--- src/rtl/spi_fwm_rxf_ctrl_pkg.sv ---
// Shared types for the SPI flash/passthrough RX FIFO-to-SRAM writer.
// State encoding and pointer-width helper.
package spi_fwm_rxf_ctrl_pkg;

  typedef enum logic [2:0] {
    StIdle,
    StPop,
    StRead,
    StLatch,
    StWrite,
    StUpdate
  } rxf_st_e;

  localparam int unsigned FifoDwDef = 8;
  localparam int unsigned SramAwDef = 11;
  localparam int unsigned SramDwDef = 32;
  localparam int unsigned TimerWDef = 8;

  function automatic int unsigned ptr_w(
    input int unsigned aw,
    input int unsigned sdw
  );
    return aw + sdw + 1;
  endfunction

endpackage

--- src/rtl/spi_fwm_rxf_ctrl.sv ---
// Packs RX FIFO bytes into SRAM words, flushing partial words after
// an idle timeout with a read-modify-write of the untouched lanes.
module spi_fwm_rxf_ctrl
  import spi_fwm_rxf_ctrl_pkg::*;
#(
  parameter int unsigned FifoDw   = FifoDwDef,
  parameter int unsigned SramAw   = SramAwDef,
  parameter int unsigned SramDw   = SramDwDef,
  parameter int unsigned NumBytes = SramDw / FifoDw,
  parameter int unsigned SDW      = $clog2(NumBytes),
  parameter int unsigned PtrW     = ptr_w(SramAw, SDW),
  parameter int unsigned TimerW   = TimerWDef
) (
  input  logic              clk_i,
  input  logic              rst_i,
  input  logic [SramAw-1:0] base_index_i,
  input  logic [SramAw-1:0] limit_index_i,
  input  logic [TimerW-1:0] timer_v,
  input  logic              abort,
  input  logic [PtrW-1:0]   rptr,
  output logic [PtrW-1:0]   wptr,
  output logic [PtrW-1:0]   depth,
  input  logic              fifo_valid,
  output logic              fifo_ready,
  input  logic [FifoDw-1:0] fifo_rdata,
  output logic              sram_req,
  output logic              sram_write,
  output logic [SramAw-1:0] sram_addr,
  output logic [SramDw-1:0] sram_wdata,
  input  logic              sram_gnt,
  input  logic              sram_rvalid,
  input  logic [SramDw-1:0] sram_rdata,
  input  logic [1:0]        sram_error
);

  rxf_st_e st_q, st_d;

  logic [PtrW-1:0]     wptr_q, wptr_d;
  logic [SDW-1:0]      pos_q, pos_d;
  logic [NumBytes-1:0] mask_q, mask_d;
  logic [TimerW-1:0]   timer_q, timer_d;
  logic [SramDw-1:0]   buf_q, buf_d;
  logic                req_q, we_q;

  logic              full;
  logic              accept;
  logic              last;
  logic [SramAw-1:0] idx;
  logic [SramAw-1:0] span;
  logic              unused_err;

  assign unused_err = ^sram_error;

  assign idx  = wptr_q[PtrW-2:SDW];
  assign span = limit_index_i - base_index_i;
  assign full = (wptr_q[PtrW-1] != rptr[PtrW-1]) &&
                (idx == rptr[PtrW-2:SDW]);
  assign last = (pos_q == SDW'(NumBytes - 1));

  // Abort blocks the handshake so no byte is lost on the discard cycle.
  assign fifo_ready = (st_q == StPop) && !abort && !mask_q[pos_q];
  assign accept     = fifo_ready && fifo_valid;

  always_comb begin
    st_d    = st_q;
    wptr_d  = wptr_q;
    pos_d   = pos_q;
    mask_d  = mask_q;
    timer_d = timer_q;
    buf_d   = buf_q;
    unique case (st_q)
      StIdle: begin
        pos_d   = wptr_q[SDW-1:0];
        mask_d  = '0;
        timer_d = '0;
        if (fifo_valid && !full) st_d = StPop;
      end
      StPop: begin
        if (abort) begin
          st_d   = StIdle;
          mask_d = '0;
          buf_d  = '0;
        end else if (accept) begin
          for (int i = 0; i < NumBytes; i++) begin
            if (pos_q == SDW'(i)) buf_d[FifoDw*i +: FifoDw] = fifo_rdata;
          end
          mask_d[pos_q] = 1'b1;
          pos_d         = pos_q + SDW'(1);
          timer_d       = '0;
          if (last) st_d = (&mask_d) ? StWrite : StRead;
        end else begin
          timer_d = timer_q + TimerW'(1);
          if (timer_q == timer_v && |mask_q) st_d = StRead;
        end
      end
      StRead: begin
        if (sram_gnt) st_d = StLatch;
      end
      StLatch: begin
        if (sram_rvalid) begin
          for (int i = 0; i < NumBytes; i++) begin
            if (!mask_q[i]) begin
              buf_d[FifoDw*i +: FifoDw] = sram_rdata[FifoDw*i +: FifoDw];
            end
          end
          st_d = StWrite;
        end
      end
      StWrite: begin
        if (sram_gnt) st_d = StUpdate;
      end
      StUpdate: begin
        st_d = StIdle;
        if (pos_q == '0) begin
          wptr_d[SDW-1:0] = '0;
          if (idx == span) begin
            wptr_d[PtrW-2:SDW] = '0;
            wptr_d[PtrW-1]     = ~wptr_q[PtrW-1];
          end else begin
            wptr_d[PtrW-2:SDW] = idx + SramAw'(1);
          end
        end else begin
          wptr_d[SDW-1:0] = pos_q;
        end
      end
      default: st_d = StIdle;
    endcase
  end

  always_ff @(posedge clk_i) begin
    if (rst_i) begin
      st_q    <= StIdle;
      wptr_q  <= '0;
      pos_q   <= '0;
      mask_q  <= '0;
      timer_q <= '0;
      buf_q   <= '0;
      req_q   <= 1'b0;
      we_q    <= 1'b0;
    end else begin
      st_q    <= st_d;
      wptr_q  <= wptr_d;
      pos_q   <= pos_d;
      mask_q  <= mask_d;
      timer_q <= timer_d;
      buf_q   <= buf_d;
      req_q   <= (st_d == StRead) || (st_d == StWrite);
      we_q    <= (st_d == StWrite);
    end
  end

  assign wptr       = wptr_q;
  assign sram_req   = req_q;
  assign sram_write = we_q;
  assign sram_addr  = base_index_i + idx;
  assign sram_wdata = buf_q;

  // Wrapped case counts the tail of the region from rptr plus the head up to wptr.
  always_comb begin
    if (wptr_q[PtrW-1] == rptr[PtrW-1]) begin
      depth = {1'b0, wptr_q[PtrW-2:0]} - {1'b0, rptr[PtrW-2:0]};
    end else begin
      depth = {1'b0, wptr_q[PtrW-2:0]}
            + ({1'b0, span, {SDW{1'b1}}} - {1'b0, rptr[PtrW-2:0]})
            + PtrW'(1);
    end
  end

endmodule

--- config.mk ---
export PLATFORM = sky130hd
export DESIGN_NAME = spi_fwm_rxf_ctrl
export DESIGN_NICKNAME = d
export VERILOG_FILES = /design/src/rtl/spi_fwm_rxf_ctrl_pkg.sv /design/src/rtl/spi_fwm_rxf_ctrl.sv
export SDC_FILE = /design/constraint.sdc
export NUM_CORES = 1
export LEC_CHECK = 0
export ABC_CLOCK_PERIOD_IN_PS = 4600
export BUFFER_PORTS_ARGS = -buffer_cell sky130_fd_sc_hd__clkbuf_2
export CAP_MARGIN = 5
export CORE_MARGIN = 2
export CORE_UTILIZATION = 40
export CTS_CLUSTER_DIAMETER = 100
export DETAILED_ROUTE_END_ITERATION = 8
export SYNTH_ARGS = -nofsm -noshare
export SYNTH_HDL_FRONTEND = slang
export SYNTH_SLANG_ARGS = --single-unit
--- constraint.sdc ---
create_clock -name clk_i -period 4.6 [get_ports clk_i]
set_input_delay 0 -clock clk_i [delete_from_list [all_inputs] [get_ports clk_i]]
set_output_delay 0 -clock clk_i [all_outputs]
set_load 0.005 [all_outputs]
==> results.json <==
{
  "tightest_slew_ps": 1161,
  "finalCriticalPeriod_ps": 3809,
  "drv_cap": 0,
  "drv_slew": 0,
  "wirelength_mm": 15.47,
  "synthXorXnorAreaFrac_pct": 11.13,
  "final_common_cell": "clkbuf_2",
  "peakVddDrop_uv": 216.4,
  "cts.path.max_buffers": 2,
  "synthToLayoutAreaGrowth_pct": 23.56,
  "synth-edff-count": 0,
  "synthesis.nets": 925,
  "postSynthAreaPerCell_um2": 7.681,
  "powerDensity_nw_per_um2": 283.7,
  "cts_made_buffers": 9,
  "hold_class": "input pin to flop",
  "outcome": "finished clean",
  "gr-usage-all-layers_pct": 20.16,
  "clk_pin_slew_ps": 60,
  "synth.distinct_cells": 61,
  "cp-start-kind": "input pin",
  "portBuffers": 163,
  "synth_area_um2": 5799,
  "nets": 1087,
  "die_h_um": 124.4,
  "hold_viol_final": 0,
  "cp-end-kind": "output port",
  "grt_max_degree": 55,
  "synth-seq-cells": 65,
  "gp_congestion": 0.8819,
  "final_cell_mix": "163 x clkbuf_2, 107 x nor2_1, 103 x a21oi_1, 74 x inv_1, 65 x dfxtp_1",
  "synth_compound_area_share_pct": 19.59,
  "ys_seq_area_share_pct": 22.44,
  "critPathRequiredTime_ps": 4600,
  "hpwlAfterDp_mm": 12.52,
  "routed_via_density": 5.087,
  "finClkSkew_ps": 4.629,
  "rsz0062_at_grt": "no",
  "netlist_instances": 755,
  "synth-simple-area-share_pct": 20.15,
  "cts_tree": "done",
  "antenna_found_initial": 0,
  "clk_latency_ps": 340,
  "wire_per_inst_um": 13.99,
  "synth.area.mux_share_pct": 1.165,
  "htreeDepth": 3,
  "ys_async_sr_fraction_pct": 0,
  "dieArea_um2": 15480,
  "die_w_um": 124.4,
  "critPathKind": "input pin to output port",
  "grt-ovfl-total": 0,
  "fin_util_pct": 49.87,
  "cp.arrival_ps": 3810,
  "cts_setup_buffers": 0,
  "grt_pass1_vias": 5393,
  "drt_iter0_markers": 253,
  "grt_pass1_wl_mm": 25.85,
  "yosys.area_share.adder_pct": 18.90,
  "cts_sinks": 65,
  "rows": 44,
  "tns_ps": 0,
  "yosys_warnings": 0,
  "initial_core_util_pct": 40.36,
  "vias": 5626,
  "final_antenna_net_count": 0,
  "slew_headroom_pct": 22.27,
  "root_buffer": "clkbuf_16",
  "drtPass1Iterations": 5,
  "drive_gt1_share_pct": 21.80,
  "drc": 0,
  "p_leak_uw": 0.003418,
  "num_antenna_cells": 0,
  "ioPinCount": 166,
  "setup_viol": 0,
  "path_max_fanout": 5,
  "synth_top_family_by_area": "simple AND/OR/NAND/NOR gates",
  "reg2reg_setup_slack_ps": 1510,
  "fin_crit_sh_pct": 82.80,
  "fmax_mhz": 262.6,
  "synth_ff_type": "dfxtp_1",
  "core_area_um2": 14370
}
path summary, 6_finish.rpt:
| path | cells past startpoint | to | start |
|---|---|---|---|
| hold / removal | 5 | sram_wdata[3] | sram_rdata[3] |
| setup reg to reg | 8 | wptr[13] | wptr[8] |
| setup / recovery | 19 | depth[13] | base_index_i[1] |
| hold reg to reg | 2 | sram_wdata[22] | sram_wdata[22] |
kinds of logic after synthesis:
kind of cell    count (synthesis)
buf+inv                        97
fa+ha+maj                      78
compound gates                194
flops                          65
xor+xnor                       68
simple gates                  248
mux                             5
flip-flops by register name (all words and copies together), names as in the netlist:
register / count
mask_q: 4
pos_q: 2
sram_req: 1
sram_wdata: 32
sram_write: 1
st_q: 3
timer_q: 8
wptr: 14
synth_stat cells (3+ instances only):
master / count / share of area (%)
nor2_1: 108 / 7.0
a21oi_1: 103 / 8.9
inv_1: 74 / 4.8
dfxtp_1: 65 / 22
ha_1: 62 / 13
nand2_1: 44 / 2.8
xnor2_1: 38 / 5.7
o21ai_0: 28 / 2.4
xor2_1: 27 / 4.1
clkbuf_1: 19 / 1.2
nor3_1: 18 / 1.6
fa_1: 16 / 5.5
nand3_1: 14 / 1.2
a211oi_1: 10 / 1.3
and2_1: 10 / 1.1
nand2b_1: 10 / 1.1
a21o_1: 8 / 1.0
nand4_1: 8 / 0.86
or3_1: 7 / 0.76
o21a_1: 6 / 0.78
nor2b_1: 5 / 0.54
nor4_1: 5 / 0.54
o22ai_1: 5 / 0.54
or2_2: 5 / 0.54
o211ai_1: 4 / 0.52
o31ai_1: 4 / 0.52
o41ai_1: 4 / 0.60
a31oi_1: 3 / 0.32
mux2i_1: 3 / 0.52
o21bai_1: 3 / 0.39
report_power, final:
group | switching [uW] | total (uW) | internal [uW]
clock network | 266 | 756 | 491
registers | 11.6 | 591 | 579
logic | 372 | 686 | 314
total | 649 | 2030 | 1380
cell type report:
cell class                 instances  area (um^2)
clock buffer                      10        239.0
sequential                        65         1301
clock inverter                     6        90.09
tap                              184        230.2
multi-input combinational        593         4116
timing repair buffer             174        910.9
inverter                          74        277.8
fill                            1492         7203
per-layer routing:
metal | vias to the layer above | GRT usage, % | wire length [um]
li1 | 2923 | - | -
met2 | 156 | 35.23 | 7496
met4 | 0 | 5.023 | 191
met5 | - | 0 | 0
met3 | 12 | 3.737 | 830
met1 | 2535 | 25.62 | 6954
stage by stage:
step | cells | instance area (um^2) | hold WS (ps) | worst slack, ps | power [uW]
6_report | 1106 | 7166 | 12.41 | 791.3 | 2033
5_1_grt | 1106 | 7166 | 21.57 | 437.1 | 2171
4_1_cts | 1106 | 7166 | 10.72 | 758.2 | 2054
3_5_place_dp | 1085 | 6787 | 326.9 | 762.9 | 1290
3_3_place_gp | 1085 | 6787 | 316.1 | 791.0 | 1286
2_1_floorplan | 755 | 5799 | 118.9 | 1227 | 1089
critical path, cell delays in order:
cell      delay, ps
clkbuf_2        130
inv_1            90
ha_1            200
or2_2           300
o21ai_0         280
a21oi_1         180
xnor2_1         280
inv_1            90
fa_1            450
ha_1            310
ha_1            370
a21o_1          200
a21oi_1         140
o31ai_1         110
and2_1          190
o31ai_1         210
o21ai_0         110
nand2_1          80
clkbuf_2        100
repair_timing:
item | CTS | global route
hold endpoints to repair | 5 | 0
gates resized for setup | 0 | 0
hold buffers | 5 | 0
(Power assumes the default switching activity.)
